`src/rtl/pipe_step_ctrl_pkg.sv`:
```
// -----------------------------------------------------------------------------
// pipe_step_ctrl_pkg
// Shared definitions for the run/step sequencer of the 5-stage RISC-V core:
// datapath width, the default debounce length, the cycle-counter width and
// the fixed FSM state encoding. The state encoding is shown on the board's
// debug display, so its values must not change.
// Ports: none (package).
// -----------------------------------------------------------------------------
package pipe_step_ctrl_pkg;

    localparam int XLEN_DEF            = 32;
    localparam int DEBOUNCE_CYCLES_DEF = 500000;
    localparam int CNT_W_DEF           = 32;

    typedef enum logic [1:0] {
        S_HALT  = 2'd0,
        S_RUN   = 2'd1,
        S_BURST = 2'd2,
        S_BREAK = 2'd3
    } state_t;

    // A burst length of zero on the switches still means one step.
    function automatic logic [3:0] burst_len(input logic [3:0] n);
        return (n == 4'd0) ? 4'd1 : n;
    endfunction

endpackage

```
`src/rtl/pipe_step_ctrl_if.sv`:
```
// -----------------------------------------------------------------------------
// pipe_step_ctrl_if
// Bundle between the sequencer and the core / debug display.
//   pc, bp_addr   : fetch PC from the core and the breakpoint address
//   step          : pipeline advance enable to the core
//   halted        : sequencer is in HALT or BREAK
//   bp_hit        : one-cycle pulse when a breakpoint is taken
//   cycle_count   : number of cycles with step=1
//   state         : current FSM state for the debug display
// Modports: master = sequencer side, slave = core side.
// -----------------------------------------------------------------------------
interface pipe_step_ctrl_if
    import pipe_step_ctrl_pkg::*;
#(
    parameter int XLEN  = XLEN_DEF,
    parameter int CNT_W = CNT_W_DEF
);

    logic [XLEN-1:0]  pc;
    logic [XLEN-1:0]  bp_addr;
    logic             step;
    logic             halted;
    logic             bp_hit;
    logic [CNT_W-1:0] cycle_count;
    state_t           state;

    modport master (
        input  pc, bp_addr,
        output step, halted, bp_hit, cycle_count, state
    );

    modport slave (
        output pc, bp_addr,
        input  step, halted, bp_hit, cycle_count, state
    );

endinterface

```
`src/rtl/pipe_step_ctrl_key_debounce.sv`:
```
// -----------------------------------------------------------------------------
// key_debounce
// One active-low push button: 2-FF synchroniser, stable-level counter and a
// falling-edge press pulse. The accepted level only changes once the
// synchronised key has held the new value for DEBOUNCE_CYCLES consecutive
// cycles; an accepted 1->0 change yields a single-cycle press pulse.
// Ports:
//   clock, reset : system clock, synchronous active-high reset
//   key_n        : raw active-low key from the board
//   press        : one-cycle pulse per accepted press (release gives nothing)
// -----------------------------------------------------------------------------
module key_debounce
    import pipe_step_ctrl_pkg::*;
#(
    parameter int DEBOUNCE_CYCLES = DEBOUNCE_CYCLES_DEF
) (
    input  logic clock,
    input  logic reset,
    input  logic key_n,
    output logic press
);

    localparam int CW = $clog2(DEBOUNCE_CYCLES + 1);
    localparam logic [CW-1:0] CNT_LAST = CW'(DEBOUNCE_CYCLES - 1);

    logic          sync1_q, sync2_q;
    logic [CW-1:0] cnt_q, cnt_d;
    logic          level_q, level_d;
    logic          level_prev_q;
    logic          press_q, press_d;

    always_comb begin
        cnt_d   = '0;
        level_d = level_q;
        // Any sample equal to the accepted level restarts the count.
        if (sync2_q != level_q) begin
            if (cnt_q == CNT_LAST) begin
                level_d = sync2_q;
            end else begin
                cnt_d = cnt_q + 1'b1;
            end
        end
        press_d = level_prev_q & ~level_q;
    end

    always_ff @(posedge clock) begin
        if (reset) begin
            sync1_q      <= 1'b1;
            sync2_q      <= 1'b1;
            cnt_q        <= '0;
            level_q      <= 1'b1;
            level_prev_q <= 1'b1;
            press_q      <= 1'b0;
        end else begin
            sync1_q      <= key_n;
            sync2_q      <= sync1_q;
            cnt_q        <= cnt_d;
            level_q      <= level_d;
            level_prev_q <= level_q;
            press_q      <= press_d;
        end
    end

    assign press = press_q;

endmodule

```
`src/rtl/pipe_step_ctrl.sv`:
```
// -----------------------------------------------------------------------------
// pipe_step_ctrl
// Run/step sequencer for the 5-stage RISC-V pipeline. Debounces the board
// keys and drives the core's step enable, which gates PC and pipeline
// register advance. Modes: free run, single/N-step burst, and a PC
// breakpoint that freezes the pipeline before the matching fetch.
// Ports:
//   clock, reset : system clock, synchronous active-high reset
//   key[1:0]     : active-low keys, key[0]=step, key[1]=run/halt toggle
//   switch[9:0]  : switch[3:0]=burst length, switch[9]=auto-run after reset
//   core         : pipe_step_ctrl_if.master (pc, bp_addr in; step, halted,
//                  bp_hit, cycle_count, state out)
// Build option: define PIPE_STEP_BREAKPOINT_EN to include the breakpoint
// logic. Without it bp_hit is 0, BREAK is unreachable and pc/bp_addr are
// ignored (the ports stay for a stable interface).
// -----------------------------------------------------------------------------
module pipe_step_ctrl
    import pipe_step_ctrl_pkg::*;
#(
    parameter int XLEN            = XLEN_DEF,
    parameter int DEBOUNCE_CYCLES = DEBOUNCE_CYCLES_DEF,
    parameter int CNT_W           = CNT_W_DEF
) (
    input  logic             clock,
    input  logic             reset,
    input  logic [1:0]       key,
    input  logic [9:0]       switch,
    pipe_step_ctrl_if.master core
);

    logic             step_press, run_press;
    state_t           state_q, state_d;
    logic [3:0]       remain_q, remain_d;
    logic [CNT_W-1:0] cycle_count_q, cycle_count_d;
    logic             take_bp;
    logic             bp_match;
    logic             step_o, halted_o;
    logic [XLEN-1:0]  pc_w, bp_w;
    logic             unused_sw;

    assign pc_w      = core.pc;
    assign bp_w      = core.bp_addr;
    assign unused_sw = ^switch[8:4];

    key_debounce #(.DEBOUNCE_CYCLES(DEBOUNCE_CYCLES)) u_key_step (
        .clock (clock),
        .reset (reset),
        .key_n (key[0]),
        .press (step_press)
    );

    key_debounce #(.DEBOUNCE_CYCLES(DEBOUNCE_CYCLES)) u_key_run (
        .clock (clock),
        .reset (reset),
        .key_n (key[1]),
        .press (run_press)
    );

`ifdef PIPE_STEP_BREAKPOINT_EN
    logic bp_armed_q, bp_armed_d;
    logic bp_hit_q;

    assign bp_match = bp_armed_q && (pc_w == bp_w);

    // Leaving BREAK disarms so the core can fetch past the breakpoint; the
    // first cycle with pc away from bp_addr re-arms it.
    always_comb begin
        bp_armed_d = bp_armed_q;
        if ((state_q == S_BREAK) && (run_press || step_press)) begin
            bp_armed_d = 1'b0;
        end else if (pc_w != bp_w) begin
            bp_armed_d = 1'b1;
        end
    end

    always_ff @(posedge clock) begin
        if (reset) begin
            bp_armed_q <= 1'b1;
            bp_hit_q   <= 1'b0;
        end else begin
            bp_armed_q <= bp_armed_d;
            bp_hit_q   <= take_bp;
        end
    end

    assign core.bp_hit = bp_hit_q;
`else
    logic unused_bp;

    assign bp_match    = 1'b0;
    assign unused_bp   = ^{pc_w, bp_w, take_bp};
    assign core.bp_hit = 1'b0;
`endif

    // State register
    always_ff @(posedge clock) begin
        if (reset) begin
            state_q       <= switch[9] ? S_RUN : S_HALT;
            remain_q      <= 4'd0;
            cycle_count_q <= '0;
        end else begin
            state_q       <= state_d;
            remain_q      <= remain_d;
            cycle_count_q <= cycle_count_d;
        end
    end

    // Next-state logic; run_press is checked first so a simultaneous
    // step_press is dropped.
    always_comb begin
        state_d  = state_q;
        remain_d = remain_q;
        take_bp  = 1'b0;
        unique case (state_q)
            S_HALT: begin
                if (run_press) begin
                    state_d = S_RUN;
                end else if (step_press) begin
                    state_d  = S_BURST;
                    remain_d = burst_len(switch[3:0]);
                end
            end
            S_RUN: begin
                if (bp_match) begin
                    state_d = S_BREAK;
                    take_bp = 1'b1;
                end else if (run_press) begin
                    state_d = S_HALT;
                end
            end
            S_BURST: begin
                if (bp_match) begin
                    state_d  = S_BREAK;
                    take_bp  = 1'b1;
                    remain_d = 4'd0;
                end else if (run_press) begin
                    state_d  = S_HALT;
                    remain_d = 4'd0;
                end else if (remain_q == 4'd1) begin
                    state_d  = S_HALT;
                    remain_d = 4'd0;
                end else begin
                    remain_d = remain_q - 4'd1;
                end
            end
            S_BREAK: begin
                if (run_press) begin
                    state_d = S_RUN;
                end else if (step_press) begin
                    state_d  = S_BURST;
                    remain_d = burst_len(switch[3:0]);
                end
            end
            default: state_d = S_HALT;
        endcase
    end

    // Outputs: pure decode of the current state, plus the step counter
    always_comb begin
        step_o        = ((state_q == S_RUN) || (state_q == S_BURST)) && !bp_match;
        halted_o      = (state_q == S_HALT) || (state_q == S_BREAK);
        cycle_count_d = cycle_count_q + CNT_W'(step_o);
    end

    assign core.step        = step_o;
    assign core.halted      = halted_o;
    assign core.cycle_count = cycle_count_q;
    assign core.state       = state_q;

endmodule

```
`src/flat_wrapper.sv`:
```
// flat-port wrapper written by rule: the top's interface ports become plain ports
module pipe_step_ctrl_flat import pipe_step_ctrl_pkg::*;
#(
    parameter int XLEN            = XLEN_DEF,
    parameter int DEBOUNCE_CYCLES = DEBOUNCE_CYCLES_DEF,
    parameter int CNT_W           = CNT_W_DEF
)
  (clock, reset, key, switch, core_pc, core_bp_addr, core_step, core_halted, core_bp_hit, core_cycle_count, core_state);
  pipe_step_ctrl_if #(.XLEN(XLEN), .CNT_W(CNT_W)) core_i ();
  input  logic clock;
  input  logic reset;
  input  logic [1:0] key;
  input  logic [9:0] switch;
  input wire logic [$bits(core_i.pc)-1:0] core_pc;
  input wire logic [$bits(core_i.bp_addr)-1:0] core_bp_addr;
  output wire logic [$bits(core_i.step)-1:0] core_step;
  output wire logic [$bits(core_i.halted)-1:0] core_halted;
  output wire logic [$bits(core_i.bp_hit)-1:0] core_bp_hit;
  output wire logic [$bits(core_i.cycle_count)-1:0] core_cycle_count;
  output wire logic [$bits(core_i.state)-1:0] core_state;
  assign core_i.pc = core_pc;
  assign core_i.bp_addr = core_bp_addr;
  assign core_step = core_i.step;
  assign core_halted = core_i.halted;
  assign core_bp_hit = core_i.bp_hit;
  assign core_cycle_count = core_i.cycle_count;
  assign core_state = core_i.state;
  pipe_step_ctrl #(.XLEN(XLEN), .DEBOUNCE_CYCLES(DEBOUNCE_CYCLES), .CNT_W(CNT_W)) u_core (.clock(clock), .reset(reset), .key(key), .switch(switch), .core(core_i));
endmodule
```
`config.mk`:
```
export PLATFORM = sky130hd
export DESIGN_NAME = pipe_step_ctrl_flat
export DESIGN_NICKNAME = d
export VERILOG_FILES = /design/src/rtl/pipe_step_ctrl_pkg.sv /design/src/rtl/pipe_step_ctrl_if.sv /design/src/rtl/pipe_step_ctrl_key_debounce.sv /design/src/rtl/pipe_step_ctrl.sv /design/src/flat_wrapper.sv
export SDC_FILE = /design/constraint.sdc
export NUM_CORES = 1
export LEC_CHECK = 0
export BUFFER_PORTS_ARGS = -buffer_cell sky130_fd_sc_hd__buf_2
export CORE_ASPECT_RATIO = 0.7
export CORE_MARGIN = 1.5
export CORE_UTILIZATION = 52
export DETAILED_ROUTE_END_ITERATION = 8
export PLACE_DENSITY_LB_ADDON = 0.3
export SETUP_SLACK_MARGIN = 0.1
export SLEW_MARGIN = 20
export SYNTH_ARGS = -nofsm -noshare
export SYNTH_HDL_FRONTEND = slang
export SYNTH_SLANG_ARGS = --single-unit
```
`constraint.sdc`:
```
create_clock -name clock -period 3.54 [get_ports clock]
set_input_delay 0 -clock clock [delete_from_list [all_inputs] [get_ports clock]]
set_output_delay 0 -clock clock [all_outputs]
set_load 0.1 [all_outputs]
```
# [Word level (Yosys, flattened, before mapping)]
# Cells that the tools add are included.
# Widths: inputs -> output; s select.
[classes] addsub=4 n_eq_ne=13 mux=14 n_bitwise=6 reduce_logical=12
[op_table] cell="$add 19x1->19 const B" count=2
[op_table] cell="$eq 19x19->1 const B" count=2
[op_table] cell="$add 32x1->32" count=1
[op_table] cell="$mux 4" count=5
[op_table] cell="$mux 2" count=6
[op_table] cell="$pmux 4 s2" count=1
[op_table] cell="$pmux 2 s3" count=1
[op_table] cell="$reduce_and 3->1" count=2
[op_table] cell="$reduce_or 3->1" count=2
[op_table] cell="$eq 2x2->1 const B" count=2
[op_table] cell="$eq 4x1->1 const B" count=1
[op_table] cell="$logic_not 4->1" count=1
[op_table] cell="$ne 4x1->1 const B" count=1
[op_table] cell="$ne 4x3->1 const B" count=1
[op_table] cell="$not 1->1" count=4
[op_table] cell="$reduce_and 2->1" count=2
[op_table] cell="$sub 4x1->4 const B" count=1
[op_table] cell="$ne 3x3->1 const B" count=1
[op_table] cell="$and 1x1->1" count=2
[op_table] cell="$eq 2x1->1 const B" count=1
[op_table] cell="$logic_not 2->1" count=1
[op_table] cell="$logic_or 1x1->1" count=2
[op_table] cell="$ne 1x1->1" count=2
[op_table] cell="$ne 2x1->1 const B" count=1
[op_table] cell="other kinds (4)" count=4
[word_totals] ff_bits=86 in_bits=78 out_inout_bits=37 wordCells=64

# [Longest topological paths before layout]
[logic_depth] ltp_word=5 mapped_depth=12 mapped_depth_nobuf=9

# [Modules after synthesis]
# Synthesis repeated with hierarchy kept, for this count alone.
[hier_totals] cells_unflattened=464 hier_area_um2=4053.9
[by_module_without_submodules] module="key_debounce" n_inst=2 cells_each=115 area_per_inst_um2=1044.8 seq_area_each_um2=480.5
[by_module_without_submodules] module="pipe_step_ctrl" n_inst=1 cells_each=234 area_per_inst_um2=1964.4 seq_area_each_um2=780.7

# [Least setup slack after synthesis]
# OpenSTA, ideal clock, no wires.
[synth_timing] kind="register to register" start="register u_core.state_q[0] (netlist: u_core.core.state[0])" end="register u_core.cycle_count_q[22] (netlist: u_core.core.cycle_count[22])" setup_ns=0.070 t_arrival_ns=4.407 required_time_ns=3.470 slack_ns=-0.937 path_stages_with_launch=13 n_path_buf=3 period_less_slack_ns=4.477 path_cell_list="edfxtp_1 -> inv_1 -> ha_1 -> clkbuf_1 -> inv_1 -> ha_1 -> ha_1 -> and2_1 -> clkbuf_1 -> nand4_1 -> clkbuf_1 -> or4_1 -> a21oi_1"
[synth_between] elab_chain_cells=3 word_cells_on_any_way=4 classes_between="1 x add/sub; 2 x eq/ne; 1 x reduce/logical"
[synth_rtl] item="from (decl)" line="pipe_step_ctrl.sv:32" text="state_t state_q, state_d;"
[synth_rtl] item="from (signal assigned)" line="pipe_step_ctrl.sv:98" text="state_q <= switch[9] ? S_RUN : S_HALT;"
[synth_rtl] item="from (signal assigned)" line="pipe_step_ctrl.sv:102" text="state_q <= state_d;"
[synth_rtl] item="$eq 2x1->1 / $eq 2x2->1 (equally long branches)" line="pipe_step_ctrl.sv:160" text="step_o = ((state_q == S_RUN) || (state_q == S_BURST)) && !bp_match;"
[synth_rtl] item="$logic_or 1x1->1 *" line="pipe_step_ctrl.sv:160"
[synth_rtl] item="net core_step" line="flat_wrapper.sv:16" text="output wire logic [$bits(core_i.step)-1:0] core_step;"
[synth_rtl] item="$add 32x1->32 *" line="pipe_step_ctrl.sv:162" text="cycle_count_d = cycle_count_q + CNT_W'(step_o);"
[synth_rtl] item="to (signal assigned)" line="pipe_step_ctrl.sv:104" text="cycle_count_q <= cycle_count_d;"
[synth_rtl] item="to (decl)" line="pipe_step_ctrl.sv:34" text="logic [CNT_W-1:0] cycle_count_q, cycle_count_d;"
# Mark *: on every way through the listed nets, which the timed path passes. The rest lies on a longest branch.
# A chain may end at the register's enable or synchronous reset.

# [Final worst setup path]
[layout_timing] start="register u_core.state_q[1] (netlist: u_core.core.state[1])" end="register u_core.cycle_count_q[26] (netlist: u_core.core.cycle_count[26])"
[layout_between] elab_chain_cells=3 word_cells_on_any_way=4 classes_between="1 x add/sub; 2 x eq/ne; 1 x reduce/logical"
[layout_rtl] item="$eq 2x1->1 / $eq 2x2->1 (equally long branches)" line="pipe_step_ctrl.sv:160"
[layout_rtl] item="$logic_or 1x1->1 *" line="pipe_step_ctrl.sv:160"
[layout_rtl] item="$add 32x1->32 *" line="pipe_step_ctrl.sv:162"
# Mark *: on every way between the ends. The rest lies on a longest branch, timed or not.

==> out/qor.csv <==
stage;metric;value;unit
status;outcome;completed;
yosys;ys_types;45;
pwr;peakVddDrop;0.5372;mV
die;placementRows;26;
timing;setup_violations;0;
timing;max_clock_freq;368.3;MHz
worst_setup_path;cpMaxStageDelayCell;or4_1;
yosys;yosysMostFrequentCell;dfxtp_1;
timing;setup-tns-final;0;ns
yosys;ys_warn_count;0;
detailed_routing;drt-total-wl;8361;µm
worst_setup_path;critPathTopFamily;simple AND/OR/NAND/NOR gates;
clock_network;worstSkewPairLatency;0.36;ns
yosys;synth_flop_cell;dfxtp_1;
detailed_routing;first_pass_iters;4;
pwr;p_total;0.002365;W
layout;utilization;61.06;%
die;initial_core_util;54.22;%
timing;slew_headroom;40.47;%
detailed_routing;drt-initial-drc-count;200;
yosys;syn_avg_cell_area;8.647;µm²
clock_network;cts-htree-levels;3;
worst_setup_path;critPathLaunchType;flip-flop;
clock_network;clock-sinks;86;
die;coreArea;7352;µm²
layout;syn_to_final_growth;12.62;%
die;floorplan.die.width;107.7;µm
pwr;powerDensity;526.7;nW/µm²
worst_setup_path;slowest_delay;0.63;ns
yosys;syn_area;3986;µm²
clock_network;clk_pin_slew;0.08;ns
grt;grt_pass1_vias;3099;
worst_setup_path;path_buf_inv;1;
placement;dpl-instance-area;4279;µm²
clock_network;clock_path_buffers;2;
min_path;holdPathStages;5;
placement;dpl_worst_slack;0.8464;ns
layout;stdcell_area;4489;µm²
yosys;synthesis.nets;548;
layout;drive_gt1_share;16.14;%
worst_setup_path;reg2reg_depth;8;
timing;finClkSkew;0.007980;ns
detailed_routing;wl_per_cell;13.94;µm
timing;rsz0062_at_grt;no;
pwr;p_leak;1.599;nW
clock_network;ctsResizeCount;0;
grt;antenna_found_initial;0;
clock_network;cts_hold_buf;3;
yosys;yosys.area.top_type_share;42.18;%
clock_network;cts_tree;yes;
placement;place.gp.congestion;0.8241;
worst_setup_path;cp_max_fo;12;
placement;dp_hpwl;5834;µm
die;pin_count;115;
worst_setup_path;cp_num_cells;8;
layout;diodes;0;
grt;grt_usage;21.37;%
worst_setup_path;crit_chain;ha_4, clkinvlp_4, ha_4, ha_4, and2_1, nand4_1, or4_1, a21oi_1;
yosys;yosysTopAreaCell;dfxtp_1;
clock_network;cts-root-buf;clkbuf_8;
grt;grt_max_degree;52;
timing;tightestPinTransition;0.8929;ns
grt;grt_pass1_wl;14070;µm
die;die_area;8209;µm²
grt;overflow;0;
layout;nNetsFinal;584;
timing;slew_violations;0;
yosys;ys_async_sr_fraction;0;%
min_path;hold_class;primary input to flip-flop;
worst_setup_path;arrival;3.00;ns
detailed_routing;drc;0;
yosys;ys_top_cells_by_area;dfxtp_1, xor2_1, nor2_1, a21oi_1, nand4_1;
timing;post-route-period-util;76.70;%
yosys;synth_edf_count;2;
worst_setup_path;worstPathRequired;3.83;ns
detailed_routing;vias;3412;
run;cap_viol_max_count;0;
yosys;netlist_top_cells_count;dfxtp_1, nor2_1, a21oi_1, nand2_1, xor2_1;
die;die_y;76.26;µm
timing;worst_slack;0.8250;ns
worst_setup_path;crit_type;flip-flop to flip-flop;
yosys;syn_inst;461;
placement;io_buffers;44;
clock_network;post-cts-setup-buffers;0;
clock_network;cts_made_buffers;9;
detailed_routing;antenna_left;0;
yosys;synth_seq_area_share;43.69;%
detailed_routing;viasPerCell;5.687;
worst_setup_path;crit_top_cell;ha_4;
worst_setup_path;worst_setup_path_end_kind;flip-flop;
yosys;ys_ff_latch;86;
timing;period_needed;2.715;ns
timing;hold_viol;0;
-- power by group --
group / switching [W] / internal (W)
registers: 0.0000442 / 0.00102
logic: 0.000478 / 0.000176
clock network: 0.000332 / 0.000317
total: 0.000854 / 0.00151
-- layout make-up --
cell class,instances,area (µm²)
tap,98,122.6
clock buffer,10,127.6
multi-input combinational,329,2097
clock inverter,6,52.55
sequential,86,1742
fill,638,2863
inverter,23,90.09
timing repair buffer,48,257.7
-- cell families (layout without fill, tap and decap cells) --
family	after synthesis	count (layout)	share of synthesized area (%)
other	1	1	0.09407
DFF	86	86	43.69
buffers and inverters	46	87	4.645
xor gates and xnor gates	33	33	7.251
and+or+nand+nor	203	203	28.09
muxes	4	4	1.130
adders and majority gates	9	9	2.825
AOI/OAI and AO/OA	79	79	12.27
-- sequential cells by signal, indices dropped and copies added (netlist names) --
signal,count
u_core.u_key_step.sync2_q,1
u_core.u_key_run.sync1_q,1
u_core.core.cycle_count,32
u_core.u_key_step.press,1
u_core.u_key_run.sync2_q,1
u_core.core.state,2
u_core.u_key_step.cnt_q,19
u_core.u_key_run.cnt_q,19
u_core.u_key_step.sync1_q,1
u_core.u_key_step.level_prev_q,1
u_core.u_key_run.level_prev_q,1
u_core.u_key_run.level_q,1
u_core.remain_q,4
u_core.u_key_run.press,1
u_core.u_key_step.level_q,1
-- layout by cell type, fill, tap and decap left out, types with 5 or more instances in the layout --
cell      instances
or4_1            14
xnor2_1           9
nor3_1            8
xor2_1           24
nor2_1           44
o21ai_0          20
inv_1            21
nand2_1          28
buf_2            44
o31ai_1          14
clkbuf_8          9
nand4_1          23
or2_2            10
or3_1            17
nand3_1          21
nor2b_1           5
and3_1            7
and4_1            8
dfxtp_1          84
a21oi_1          29
ha_1              6
-- worst reg2reg max path, cell delays in order (launching register included) --
cell	delay, ns
edfxtp_1	0.45
ha_4	0.32
clkinvlp_4	0.13
ha_4	0.16
ha_4	0.12
and2_1	0.25
nand4_1	0.46
or4_1	0.64
a21oi_1	0.13
-- stage by stage --
| step | std cells | hold slack [ns] |
|---|---|---|
| global placement | 581 | 0.1934 |
| floorplan | 461 | 0.1038 |
| finish | 600 | 0.02205 |
| CTS | 600 | 0.003344 |
| global route | 600 | 0.002872 |
| detailed placement | 581 | 0.1896 |
-- path summary, 6_finish.rpt --
| path | start | end | slack [ns] |
|---|---|---|---|
| max | u_core.core.state[1]$_SDFFCE_PP0P_ | u_core.core.cycle_count[26]$_SDFF_PP0_ | 0.82 |
| max reg2reg | u_core.core.state[1]$_SDFFCE_PP0P_ | u_core.core.cycle_count[26]$_SDFF_PP0_ | 0.82 |
| min | switch[2] | u_core.remain_q[2]$_SDFFE_PP0P_ | 0.02 |
| min reg2reg | u_core.u_key_run.level_prev_q$_SDFF_PP1_ | u_core.u_key_run.press$_SDFF_PP0_ | 0.41 |
-- metal layers --
metal | up-vias | routed length [µm] | track usage, %
met4 | 0 | 59 | 5.000
li1 | 1723 | - | -
met5 | - | 0 | 0
met3 | 8 | 383 | 7.528
met1 | 1616 | 4122 | 28.12
met2 | 65 | 3795 | 33.69
Note: power is estimated with default switching activity, not from simulation.
